--- config.mk ---
export PLATFORM = sky130hd
export DESIGN_NAME = ascii_bcd_counter
export DESIGN_NICKNAME = d
export VERILOG_FILES = /design/src/rtl/ascii_pkg.sv /design/src/rtl/ascii_digit_step.sv /design/src/rtl/ascii_bcd_counter.sv
export SDC_FILE = /design/constraint.sdc
export NUM_CORES = 1
export LEC_CHECK = 0
export ABC_AREA = 1
export CORE_UTILIZATION = 65
export CTS_CLUSTER_DIAMETER = 150
export DETAILED_ROUTE_END_ITERATION = 12
export DONT_BUFFER_PORTS = 1
export PLACE_DENSITY = 0.86
export SLEW_MARGIN = 20
export SYNTH_ARGS = -nofsm -noshare
export SYNTH_HDL_FRONTEND = slang
export SYNTH_HIERARCHICAL = 1
export SYNTH_SLANG_ARGS = --single-unit
--- constraint.sdc ---
create_clock -name clock -period 4.5 [get_ports clock]
set_input_delay 0.9 -clock clock [delete_from_list [all_inputs] [get_ports clock]]
set_output_delay 0.9 -clock clock [all_outputs]
set_load 0.1 [all_outputs]
--- src/rtl/ascii_pkg.sv ---
// Shared ASCII digit constants and helpers for the BCD counter.
package ascii_pkg;

    localparam int unsigned BYTE_W = 8;

    localparam logic [BYTE_W-1:0] ASCII_ZERO = 8'h30;
    localparam logic [BYTE_W-1:0] ASCII_NINE = 8'h39;

    // True when the byte is one of the characters "0".."9".
    function automatic logic is_ascii_digit(input logic [BYTE_W-1:0] ch);
        return (ch >= ASCII_ZERO) && (ch <= ASCII_NINE);
    endfunction

endpackage

--- src/rtl/ascii_digit_step.sv ---
// One ASCII decimal digit of the counter ripple: applies a +1/-1 when carry_in is set.
module ascii_digit_step
    import ascii_pkg::*;
(
    input  logic [BYTE_W-1:0] digit,
    input  logic              up,
    input  logic              carry_in,
    output logic [BYTE_W-1:0] next_digit,
    output logic              carry_out
);

    // Increment/decrement one digit; carry_out doubles as the borrow when counting down.
    always_comb begin
        next_digit = digit;
        carry_out  = 1'b0;
        if (carry_in) begin
            if (up) begin
                if (digit == ASCII_NINE) begin
                    next_digit = ASCII_ZERO;
                    carry_out  = 1'b1;
                end else begin
                    next_digit = digit + BYTE_W'(1);
                end
            end else begin
                if (digit == ASCII_ZERO) begin
                    next_digit = ASCII_NINE;
                    carry_out  = 1'b1;
                end else begin
                    next_digit = digit - BYTE_W'(1);
                end
            end
        end
    end

endmodule

--- src/rtl/ascii_bcd_counter.sv ---
// Up/down counter held as DIGITS ASCII decimal characters, with wrap or saturate at the limits.
module ascii_bcd_counter
    import ascii_pkg::*;
#(
    parameter int unsigned DIGITS = 4,
    parameter bit          WRAP   = 1'b0
)(
    input  logic                     clock,
    input  logic                     reset,
    input  logic [BYTE_W*DIGITS-1:0] ascii_in,
    input  logic                     load,
    input  logic                     enable,
    input  logic                     up,
    output logic [BYTE_W*DIGITS-1:0] counter,
    output logic                     done,
    output logic                     wrapped,
    output logic                     saturated,
    output logic                     load_err
);

    localparam int unsigned W = BYTE_W * DIGITS;

    logic [DIGITS:0] carry;
    logic [W-1:0]    stepped;
    logic [W-1:0]    terminal;
    logic            load_ok;
    logic            limit_hit;

    logic [W-1:0]    counter_d;
    logic            done_d;
    logic            wrapped_d;
    logic            saturated_d;
    logic            load_err_d;

    // The LSD always receives the step; the carry out of the MSD marks a limit crossing.
    assign carry[0]  = 1'b1;
    assign limit_hit = carry[DIGITS];

    for (genvar i = 0; i < DIGITS; i++) begin : g_digit
        ascii_digit_step u_step (
            .digit      (counter[BYTE_W*i +: BYTE_W]),
            .up         (up),
            .carry_in   (carry[i]),
            .next_digit (stepped[BYTE_W*i +: BYTE_W]),
            .carry_out  (carry[i+1])
        );
    end

    // Terminal value depends on the requested direction.
    assign terminal = up ? {DIGITS{ASCII_NINE}} : {DIGITS{ASCII_ZERO}};

    // A load is accepted only if every byte is an ASCII decimal digit.
    always_comb begin
        load_ok = 1'b1;
        for (int unsigned i = 0; i < DIGITS; i++) begin
            if (!is_ascii_digit(ascii_in[BYTE_W*i +: BYTE_W])) begin
                load_ok = 1'b0;
            end
        end
    end

    // Next-state selection: load beats step beats hold; pulses default low.
    always_comb begin
        counter_d   = counter;
        done_d      = done;
        wrapped_d   = 1'b0;
        saturated_d = 1'b0;
        load_err_d  = 1'b0;
        if (load) begin
            if (load_ok) begin
                counter_d = ascii_in;
                done_d    = (ascii_in == terminal);
            end else begin
                load_err_d = 1'b1;
            end
        end else if (enable) begin
            if (limit_hit && !WRAP) begin
                saturated_d = 1'b1;
            end else begin
                counter_d = stepped;
                wrapped_d = limit_hit;
            end
            done_d = (counter_d == terminal);
        end
    end

    // Output registers with synchronous active-low reset.
    always_ff @(posedge clock) begin
        if (!reset) begin
            counter   <= {DIGITS{ASCII_ZERO}};
            done      <= 1'b0;
            wrapped   <= 1'b0;
            saturated <= 1'b0;
            load_err  <= 1'b0;
        end else begin
            counter   <= counter_d;
            done      <= done_d;
            wrapped   <= wrapped_d;
            saturated <= saturated_d;
            load_err  <= load_err_d;
        end
    end

endmodule

After elaboration in Yosys (flattened, before gate mapping)

Cells that the tools add are included.

Flip-flop bits (word level): 35
Bits in latches: 0
Memory bits (writable): 0
Bits in read-only memories: 0
Input port bits: 37
Memories: 0

$add $sub $neg: 8
Multipliers: 0
Div/mod/pow operators: 0
$lt $le $gt $ge: 8
Equal/unequal tests: 11
Shift operators: 0
Mux-type cells: 46
Bitwise gates (word level): 2
Reductions and logical operators: 8

Operators by type and width:

| cell                  | number |
|---|---|
| $mux W32              | 6 |
| $mux W8               | 15 |
| $eq A32 B30 Y1        | 2 |
| $eq A8 B6 Y1 const B  | 8 |
| $add A8 B1 Y8 const B | 4 |
| $ge A8 B6 Y1 const B  | 4 |
| $le A8 B6 Y1 const B  | 4 |
| $sub A8 B1 Y8 const B | 4 |
| $mux W28              | 1 |
| $mux W1               | 24 |
| $logic_and A1 B1 Y1   | 4 |
| $reduce_and A2 Y1     | 2 |
| $reduce_or A3 Y1      | 1 |
| $ne A2 B1 Y1 const B  | 1 |
| $not A1 Y1            | 2 |
| $reduce_bool A2 Y1    | 1 |

Logic depth before layout (Yosys ltp)

Gate-level depths: netlist of run 1.

Depth after elaboration: 12
Gate-level depth with buffers: 26

Hierarchy

Netlist of run 1, hierarchy kept.

Modules (own cells, without submodules):

| module            | instances | cells an instance | area an instance (um^2) |
|---|---|---|---|
| ascii_digit_step  | 4         | 118               | 589.3 |
| ascii_bcd_counter | 1         | 394               | 2258.4 |

Worst setup path after synthesis of run 1

OpenSTA, ideal clock, no wires.

Kind: register to register
Start: register counter[4]
End: register done
Data arrival time: 3.519 ns
Data required time: 4.428 ns
Slack: 0.909 ns
Cell stages (with the launch flop): 24
Path buffers: 3
Cells stage by stage: dfxtp_1 -> buf_6 -> nand2_2 -> nor3_4 -> nand2_2 -> nand2_2 -> nand2_2 -> nor2_1 -> nand2_2 -> nor2_1 -> nand2_2 -> nor2_1 -> nand2_2 -> nor2_1 -> buf_2 -> buf_2 -> a21oi_1 -> a21oi_1 -> nand2_1 -> nor2_1 -> nand2_1 -> nor2_1 -> nand3_1 -> a21oi_1

Word-level cells in the longest chain between the ends: 12
Elaborated cells on any way between the ends: 22

RTL lines:

| element                         | RTL line                                       | text |
|---|---|---|
| start: declaration              | ascii_bcd_counter.sv:14                        | `output logic [BYTE_W*DIGITS-1:0] counter,` |
| start signal: assignment        | ascii_bcd_counter.sv:90                        | `counter <= {DIGITS{ASCII_ZERO}};` |
| start signal: assignment        | ascii_bcd_counter.sv:96                        | `counter <= counter_d;` |
| $eq A8 B6 Y1 (on tied branches) | ascii_digit_step.sv:25, ascii_digit_step.sv:18 |  |
| $mux W1 (on tied branches)      | ascii_digit_step.sv:25, ascii_digit_step.sv:18 |  |
| $mux W1 *                       | ascii_digit_step.sv:17                         | `if (up) begin` |
| via carry[1]                    | ascii_bcd_counter.sv:23                        | `logic [DIGITS:0] carry;` |
| $mux W1 *                       | ascii_digit_step.sv:16                         | `if (carry_in) begin` |
| via carry[2]                    | ascii_bcd_counter.sv:23                        |  |
| $mux W1 *                       | ascii_digit_step.sv:16                         |  |
| via carry[3]                    | ascii_bcd_counter.sv:23                        |  |
| $mux W1 *                       | ascii_digit_step.sv:16                         |  |
| via carry[4]                    | ascii_bcd_counter.sv:23                        |  |
| $mux W32 *                      | ascii_bcd_counter.sv:77                        | `if (limit_hit && !WRAP) begin` |
| $mux W32 *                      | ascii_bcd_counter.sv:76                        | `end else if (enable) begin` |
| $mux W32 *                      | ascii_bcd_counter.sv:69                        | `if (load) begin` |
| $eq A32 B30 Y1 *                | ascii_bcd_counter.sv:83                        | `done_d = (counter_d == terminal);` |
| $mux W1 *                       | ascii_bcd_counter.sv:76                        |  |
| $mux W1 *                       | ascii_bcd_counter.sv:69                        |  |
| end signal: assignment          | ascii_bcd_counter.sv:97                        | `done <= done_d;` |
| end: declaration                | ascii_bcd_counter.sv:15                        | `output logic done,` |

The timed path passes the listed nets; every way through them passes the cells marked *. The select of a mux whose other input is x is not followed.
A chain may end at the register's enable or synchronous reset.

Final worst setup path of run 1

Start: register counter[0]
End: register done

Same word-level chain as after synthesis.

==> impl_metrics.py, run 1 <==
metrics = {
    "worst_hold_path": {
        "whs_path_depth": 2,
        "holdPathEnd": "counter[8]",
        "hold_start": "counter[8]",
        "hp-class": "reg -> reg",
    },
    "clock_network": {
        "cts_tree": "yes",
        "cts_made_buffers": 5,
        "insertion_delay_ns": 0.29,
        "cts.sinks": 35,
        "clock_path_buffers": 2,
        "cts-root-buf": "clkbuf_8",
        "cts_setup_buffers": 0,
        "cts_hold_buf": 0,
        "cts_max_level": 2,
        "ctsResizeCount": 0,
        "path_clk_slew_ns": 0.08,
    },
    "placed_design": {
        "place_inst": 957,
        "port_buffers": 0,
        "gp_routability_congestion": 0.997,
        "post-dp-hpwl_mm": 10.1,
    },
    "finish": {
        "post-route-util_pct": 70.6,
        "area_growth_pct": 4.55,
        "fillers": 631,
        "drive_gt1_share_pct": 8.63,
        "antenna_cells": 0,
        "layout_common_cells": "347 x nand2_1, 111 x nand3_1, 75 x inv_1",
        "fin_cells": 965,
        "final_common_cell": "nand2_1",
        "nets": 921,
    },
    "routing": {
        "drtIter0Drc": 518,
        "drt_wl_total_mm": 13.8,
        "vias": 5585,
        "drc": 0,
        "routed_via_density": 5.79,
        "dr.pass1.iters": 5,
        "wl_per_cell_um": 14.3,
        "antenna_left": 0,
    },
    "synth": {
        "yosysWarnings": 6,
        "syn-cell-area_um2": 4620,
        "ys_seq_elements": 35,
        "ys_seq_area_share_pct": 15.2,
        "netlist_top_cells_area": "nand2_1 28%, dfxtp_1 15%, nand3_1 12%",
        "synth-async-reset-ratio_pct": 0,
        "synth_top_cell_by_area": "nand2_1",
        "synth_top_area_share_pct": 28.2,
        "synth_flop_cell": "dfxtp_1",
        "syn_inst": 866,
        "synth_edf_count": 0,
        "yosysUniqueCellTypes": 27,
        "synth_area_per_cell_um2": 5.33,
    },
    "global_route": {
        "grt_pass1_vias": 4770,
        "grt.total_usage_pct": 36.3,
        "grt_overflow": 0,
        "antenna_found_initial": 0,
        "grt_pass1_wl_mm": 21.7,
        "grt_max_degree": 64,
    },
    "critical_path": {
        "cp_num_buf_inv": 5,
        "cp_max_fo": 36,
        "worstSetupPathType": "reg -> reg",
        "cp_common_cell": "nand2_2",
        "crit_required_ns": 4.72,
        "setup.worst_path.end_class": "flip-flop",
        "ff2ff_path_depth": 26,
        "arrival_ns": 4.24,
        "critPathMaxStageDelay_ns": 0.40,
        "worstReg2RegStart": "counter[0]",
        "crit_path_start_kind": "flip-flop",
        "cp_top_family": "simple AND/OR/NAND/NOR gates",
        "cp_slowest_cell": "dfxtp_1",
        "ff2ff_setup_slack_ns": 0.48,
        "r2r-end": "done",
    },
    "floorplan": {
        "dieArea_um2": 7440,
        "die_x_um": 86.3,
        "core_um2": 6830,
        "pin_count": 73,
        "start_util_pct": 67.6,
        "die_h_um": 86.3,
        "rows": 30,
    },
    "power": {
        "swShare_pct": 50.7,
        "p_clk_share_pct": 19.0,
        "ir_worst_vdd_mv": 0.253,
        "p_int_w": 0.000609,
        "power.switching_w": 0.000625,
        "pwr-share-comb_pct": 51.7,
        "p_per_area_nw_per_um2": 256,
        "p_leak_nw": 2.59,
        "power_frac_seq_pct": 29.2,
    },
    "timing": {
        "tightest_slew_ns": 1.02,
        "fmax_mhz": 249,
        "rsz0062_at_grt": "no",
        "hold_viol": 0,
        "min_period_ns": 4.02,
        "layout_worst_path_cycle_share_pct": 89.3,
        "tns_ns": 0,
        "final_max_slew_viol_count": 0,
        "max_slew_margin_pct": 31.6,
        "setup_violations": 0,
        "skew_ns": 0.00667,
    },
    "run_status": {
        "outcome": "finished clean",
    },
    "job": {
        "cap_viol_max_count": 0,
    },
}
==> cell families after synthesis <==
family | share of synthesized area (%)
other cells | 0.163
xor+xnor | 3.80
flops | 15.2
buf+inv | 12.5
simple gates | 52.2
compound gates | 11.8
fa+ha+maj | 4.34
==> final cells by class <==
cell class	count	area (um2)	area share (%)
clock buffers	6	72.6	1.50
clock inverters	2	12.5	0.259
inverters	79	297	6.14
multi-input cells	710	3350	69.3
flip-flops and latches	35	701	14.5
well taps	96	120	2.49
repair buffers	37	278	5.76
==> power by group through the flow <==
stage / registers (W) / logic (W) / clock network, W
floorplan: 0.000547 / 0.000347 / 0
global placement: 0.000367 / 0.000617 / 0
detailed placement: 0.000367 / 0.000625 / 0
CTS: 0.000360 / 0.000628 / 0.000233
global route: 0.000363 / 0.000692 / 0.000247
finish: 0.000361 / 0.000638 / 0.000235
==> through the flow <==
| stage | setup slack [ns] | hold WS [ns] | cell area (um2) | total power (W) |
|---|---|---|---|---|
| finish | 0.480 | 0.622 | 4830 | 0.00123 |
| global placement | 0.637 | 0.586 | 4740 | 0.000984 |
| CTS | 0.568 | 0.615 | 4830 | 0.00122 |
| detailed placement | 0.535 | 0.601 | 4740 | 0.000992 |
| floorplan | 0.909 | 0.906 | 4620 | 0.000894 |
| global route | 0.114 | 0.646 | 4830 | 0.00130 |
==> metal layers <==
metal	track usage, %	part of all wire, %	vias to the layer above
met3	8.00	12	26
met5	0	0	-
met4	8.33	1.3	0
met1	46.5	40	2480
li1	-	-	2740
met2	62.2	47	339
==> Yosys cell counts (all sizes together) (4+ instances only) <==
cell and count:
nor2 63, dfxtp 35, nand4 4, clkbuf 4, nand2 363, o21ai 64, inv 78, or2 14
and2 4, xor2 20, nand3 111, nor3 4, ha 16, buf 39, a21oi 38, o211ai 4
==> how the worst max path moves through the flow <==
| stage | startpoint | to | cells past startpoint |
|---|---|---|---|
| after global placement | up | done | 22 |
| after global routing | counter[0] | done | 26 |
| after floorplan | counter[4] | done | 23 |
| after CTS | counter[0] | done | 26 |
| final | counter[0] | done | 26 |
| after detailed placement | up | done | 22 |
==> registers in the layout, summed over array words and instances, names as in the netlist <==
name	count
counter	32
done	1
load_err	1
saturated	1
==> worst register-to-register path, stage by stage (launching register included) <==
cell     delay, ns
dfxtp_1       0.40
inv_1         0.18
ha_1          0.16
and2_2        0.14
nand2_2       0.08
nand2_2       0.09
nand2_2       0.05
nor2_1        0.23
nand2_2       0.10
nor2_1        0.11
buf_4         0.19
nand2_2       0.07
nor2_1        0.13
buf_4         0.19
nand2_2       0.07
nor2_2        0.07
buf_4         0.34
inv_2         0.32
nand2_1       0.13
nand3_1       0.07
o21ai_1       0.19
nand2_1       0.09
nor2_1        0.11
nand2_1       0.09
nor2_1        0.12
nand3_1       0.09
a21oi_1       0.13
No activity file was read; power rests on OpenSTA's default activity.
==> inputs of run 2 (changes only) <==
--- a/config.mk
+++ b/config.mk
@@ -14,5 +14,4 @@
 export SLEW_MARGIN = 20
 export SYNTH_ARGS = -nofsm -noshare
 export SYNTH_HDL_FRONTEND = slang
-export SYNTH_HIERARCHICAL = 1
 export SYNTH_SLANG_ARGS = --single-unit
==> run 2 against run 1 <==
  * Synthesized area fell by 16%
  * Clock power rose by 13%
  * Via count fell by 17%
  * Hold slack improved by 0.040 ns
  * First-iteration DRC count fell by 12%
  * Largest cell class unchanged
  * Clock skew fell by 0.0036 ns
  * Cell count fell by 22%
  * Fmax rose by 19%
  * Wire length fell by 15%
  * Critical path depth fell by 10
  * Core utilization rose by 2.9 points
==> impl_metrics.py, run 2 <==
metrics = {
    "power": {
        "pwr-share-comb_pct": 48.0,
        "p_clk_share_pct": 22.0,
        "p_per_area_nw_per_um2": 291,
        "p_leak_nw": 2.05,
        "power.switching_w": 0.000586,
        "p_int_w": 0.000621,
        "swShare_pct": 48.5,
        "ir_worst_vdd_mv": 0.210,
        "p_total_w": 0.00121,
        "power_frac_seq_pct": 30.0,
    },
    "floorplan": {
        "core_um2": 5640,
        "die_h_um": 79.3,
        "die_x_um": 79.3,
        "pin_count": 73,
        "start_util_pct": 68.8,
        "rows": 27,
        "dieArea_um2": 6280,
    },
    "timing": {
        "final_max_slew_viol_count": 0,
        "tightest_slew_ns": 1.11,
        "max_slew_margin_pct": 25.8,
        "whs_ns": 0.662,
        "hold_viol": 0,
        "fmax_mhz": 296,
        "min_period_ns": 3.38,
        "rsz0062_at_grt": "no",
        "finalWorstSetupSlack_ns": 1.12,
        "layout_worst_path_cycle_share_pct": 75.2,
        "setup_violations": 0,
        "tns_ns": 0,
        "skew_ns": 0.00306,
    },
    "clock_network": {
        "cts-root-buf": "clkbuf_8",
        "ctsResizeCount": 0,
        "insertion_delay_ns": 0.30,
        "cts_tree": "yes",
        "path_clk_slew_ns": 0.08,
        "cts_max_level": 2,
        "clock_path_buffers": 2,
        "cts_setup_buffers": 0,
        "cts_hold_buf": 0,
        "cts.sinks": 35,
        "cts_made_buffers": 5,
    },
    "synth": {
        "synth_common_cells": "191 x nand2_1, 70 x nand3_1, 63 x nor2_1, 56 x inv_1, 53 x o21ai_0",
        "netlist_top_cells_area": "nand2_1 18%, dfxtp_1 18%, nand3_1 9.0%",
        "synth_flop_cell": "dfxtp_1",
        "syn-cell-area_um2": 3880,
        "syn_inst": 667,
        "synth_area_per_cell_um2": 5.82,
        "synth_top_area_share_pct": 18.5,
        "synth_top_cell_by_area": "nand2_1",
        "yosysUniqueCellTypes": 40,
        "synth-async-reset-ratio_pct": 0,
        "ys_seq_area_share_pct": 18.1,
        "yosysWarnings": 0,
        "synth_edf_count": 0,
        "synth_fp_nets": 716,
        "synth.most_common_cell": "nand2_1",
        "ys_seq_elements": 35,
    },
    "global_route": {
        "grt_pass1_wl_mm": 18.9,
        "grt_max_degree": 44,
        "grt_overflow": 0,
        "antenna_found_initial": 0,
        "grt.total_usage_pct": 37.9,
        "grt_pass1_vias": 4148,
    },
    "routing": {
        "drt_wl_total_mm": 11.7,
        "routed_via_density": 6.16,
        "highest_layer": "met4",
        "wl_met2_mm": 5.23,
        "vias": 4612,
        "antenna_left": 0,
        "met1_length_mm": 4.67,
        "wl_met3_mm": 1.35,
        "dr.pass1.iters": 5,
        "wl_per_cell_um": 15.6,
        "drc": 0,
        "drtIter0Drc": 456,
    },
    "critical_path": {
        "crit_chain": "inv_1 -> nor2_1 -> nand2_2 -> nand2_1 -> nand2_2 -> nor2_8 -> nand3_4 -> nand3_1 -> nand3_1 -> o21ai_0 -> nand2_1 -> nor2_1 -> nand2_1 -> nor2_1 -> nand2_1 -> a21oi_2",
        "crit_required_ns": 4.74,
        "worstReg2RegStart": "counter[11]",
        "worstSetupPathType": "reg -> reg",
        "setup.worst_path.end_class": "flip-flop",
        "arrival_ns": 3.62,
        "endpoint": "done",
        "cp_common_cell": "nand2_1",
        "cp_slowest_cell": "dfxtp_1",
        "crit_path_start_kind": "flip-flop",
        "ff2ff_setup_slack_ns": 1.12,
        "r2r-end": "done",
        "ff2ff_path_depth": 16,
        "critPathMaxStageDelay_ns": 1.07,
        "cp-startpoint": "counter[11]",
        "cp_max_fo": 25,
    },
    "finish": {
        "area_growth_pct": 6.97,
        "layout_common_cells": "191 x nand2_1, 70 x nand3_1, 63 x nor2_1",
        "regMostFlops": "counter",
        "final_common_cell": "nand2_1",
        "nets": 724,
        "fillers": 497,
        "drive_gt1_share_pct": 12.6,
        "largest_reg_flops": 32,
        "stdcell_area_um2": 4150,
    },
    "job": {
        "cap_viol_max_count": 0,
    },
    "placed_design": {
        "post-dp-hpwl_mm": 8.57,
        "gp_routability_congestion": 0.991,
        "port_buffers": 0,
        "place_area_um2": 4050,
        "place_ws_ns": 1.18,
    },
    "run_status": {
        "outcome": "finished clean",
    },
    "worst_hold_path": {
        "hp-class": "reg -> reg",
    },
}
[run 2: power groups by stage]
stage | Clock, W | Combinational (W) | Sequential (W)
finish | 0.000265 | 0.000580 | 0.000362
global route | 0.000273 | 0.000626 | 0.000364
CTS | 0.000260 | 0.000569 | 0.000361
detailed placement | 0 | 0.000565 | 0.000368
global placement | 0 | 0.000557 | 0.000367
floorplan | 0 | 0.000308 | 0.000536
[run 2: cells by family (layout without fill, tap and decap cells)]
| group | Yosys count | after routing | share of synthesized area (%) |
|---|---|---|---|
| and+or+nand+nor | 382 | 382 | 44.2 |
| AOI/OAI and AO/OA | 113 | 113 | 16.5 |
| buffers and inverters | 96 | 105 | 10.6 |
| DFF | 35 | 35 | 18.1 |
| xor gates and xnor gates | 21 | 21 | 4.74 |
| adders and majority gates | 12 | 12 | 3.87 |
| muxes | 7 | 7 | 1.84 |
| other | 1 | 2 | 0.0967 |
[run 2: cell type report]
cell class	count	area, um2	area share [%]
clock buffer	8	100	2.41
antenna	1	2.50	0.0603
timing repair buffer	33	248	5.97
tap	72	90.1	2.17
multi-input combinational	536	2770	66.7
sequential	35	701	16.9
inverter	64	243	5.85
[run 2: metrics by stage]
stage	util, %	instances
floorplan	-	667
global placement	71.7	740
detailed placement	71.7	740
CTS	73.5	748
global route	73.5	748
finish	73.6	749
[run 2: worst min path at each step]
stage,startpoint,end,cells after the start
2_1_floorplan,done,done,2
3_3_place_gp,counter[25],counter[25],4
3_5_place_dp,counter[3],counter[3],2
4_1_cts,counter[25],counter[25],4
5_1_grt,counter[25],counter[25],4
6_report,counter[25],counter[25],4
[run 2: critical path: cells and delay by family (launching register included)]
family          cells  cell delay, ns
compound gates      2            0.28
buf+inv             1            0.26
simple gates       13            1.71
flops               1            1.07
[run 2: per-layer routing]
layer	track usage [%]	up-vias
met5	0	-
met4	18.0	0
met3	8.51	60
met2	61.6	290
met1	47.1	2049
li1	-	2213
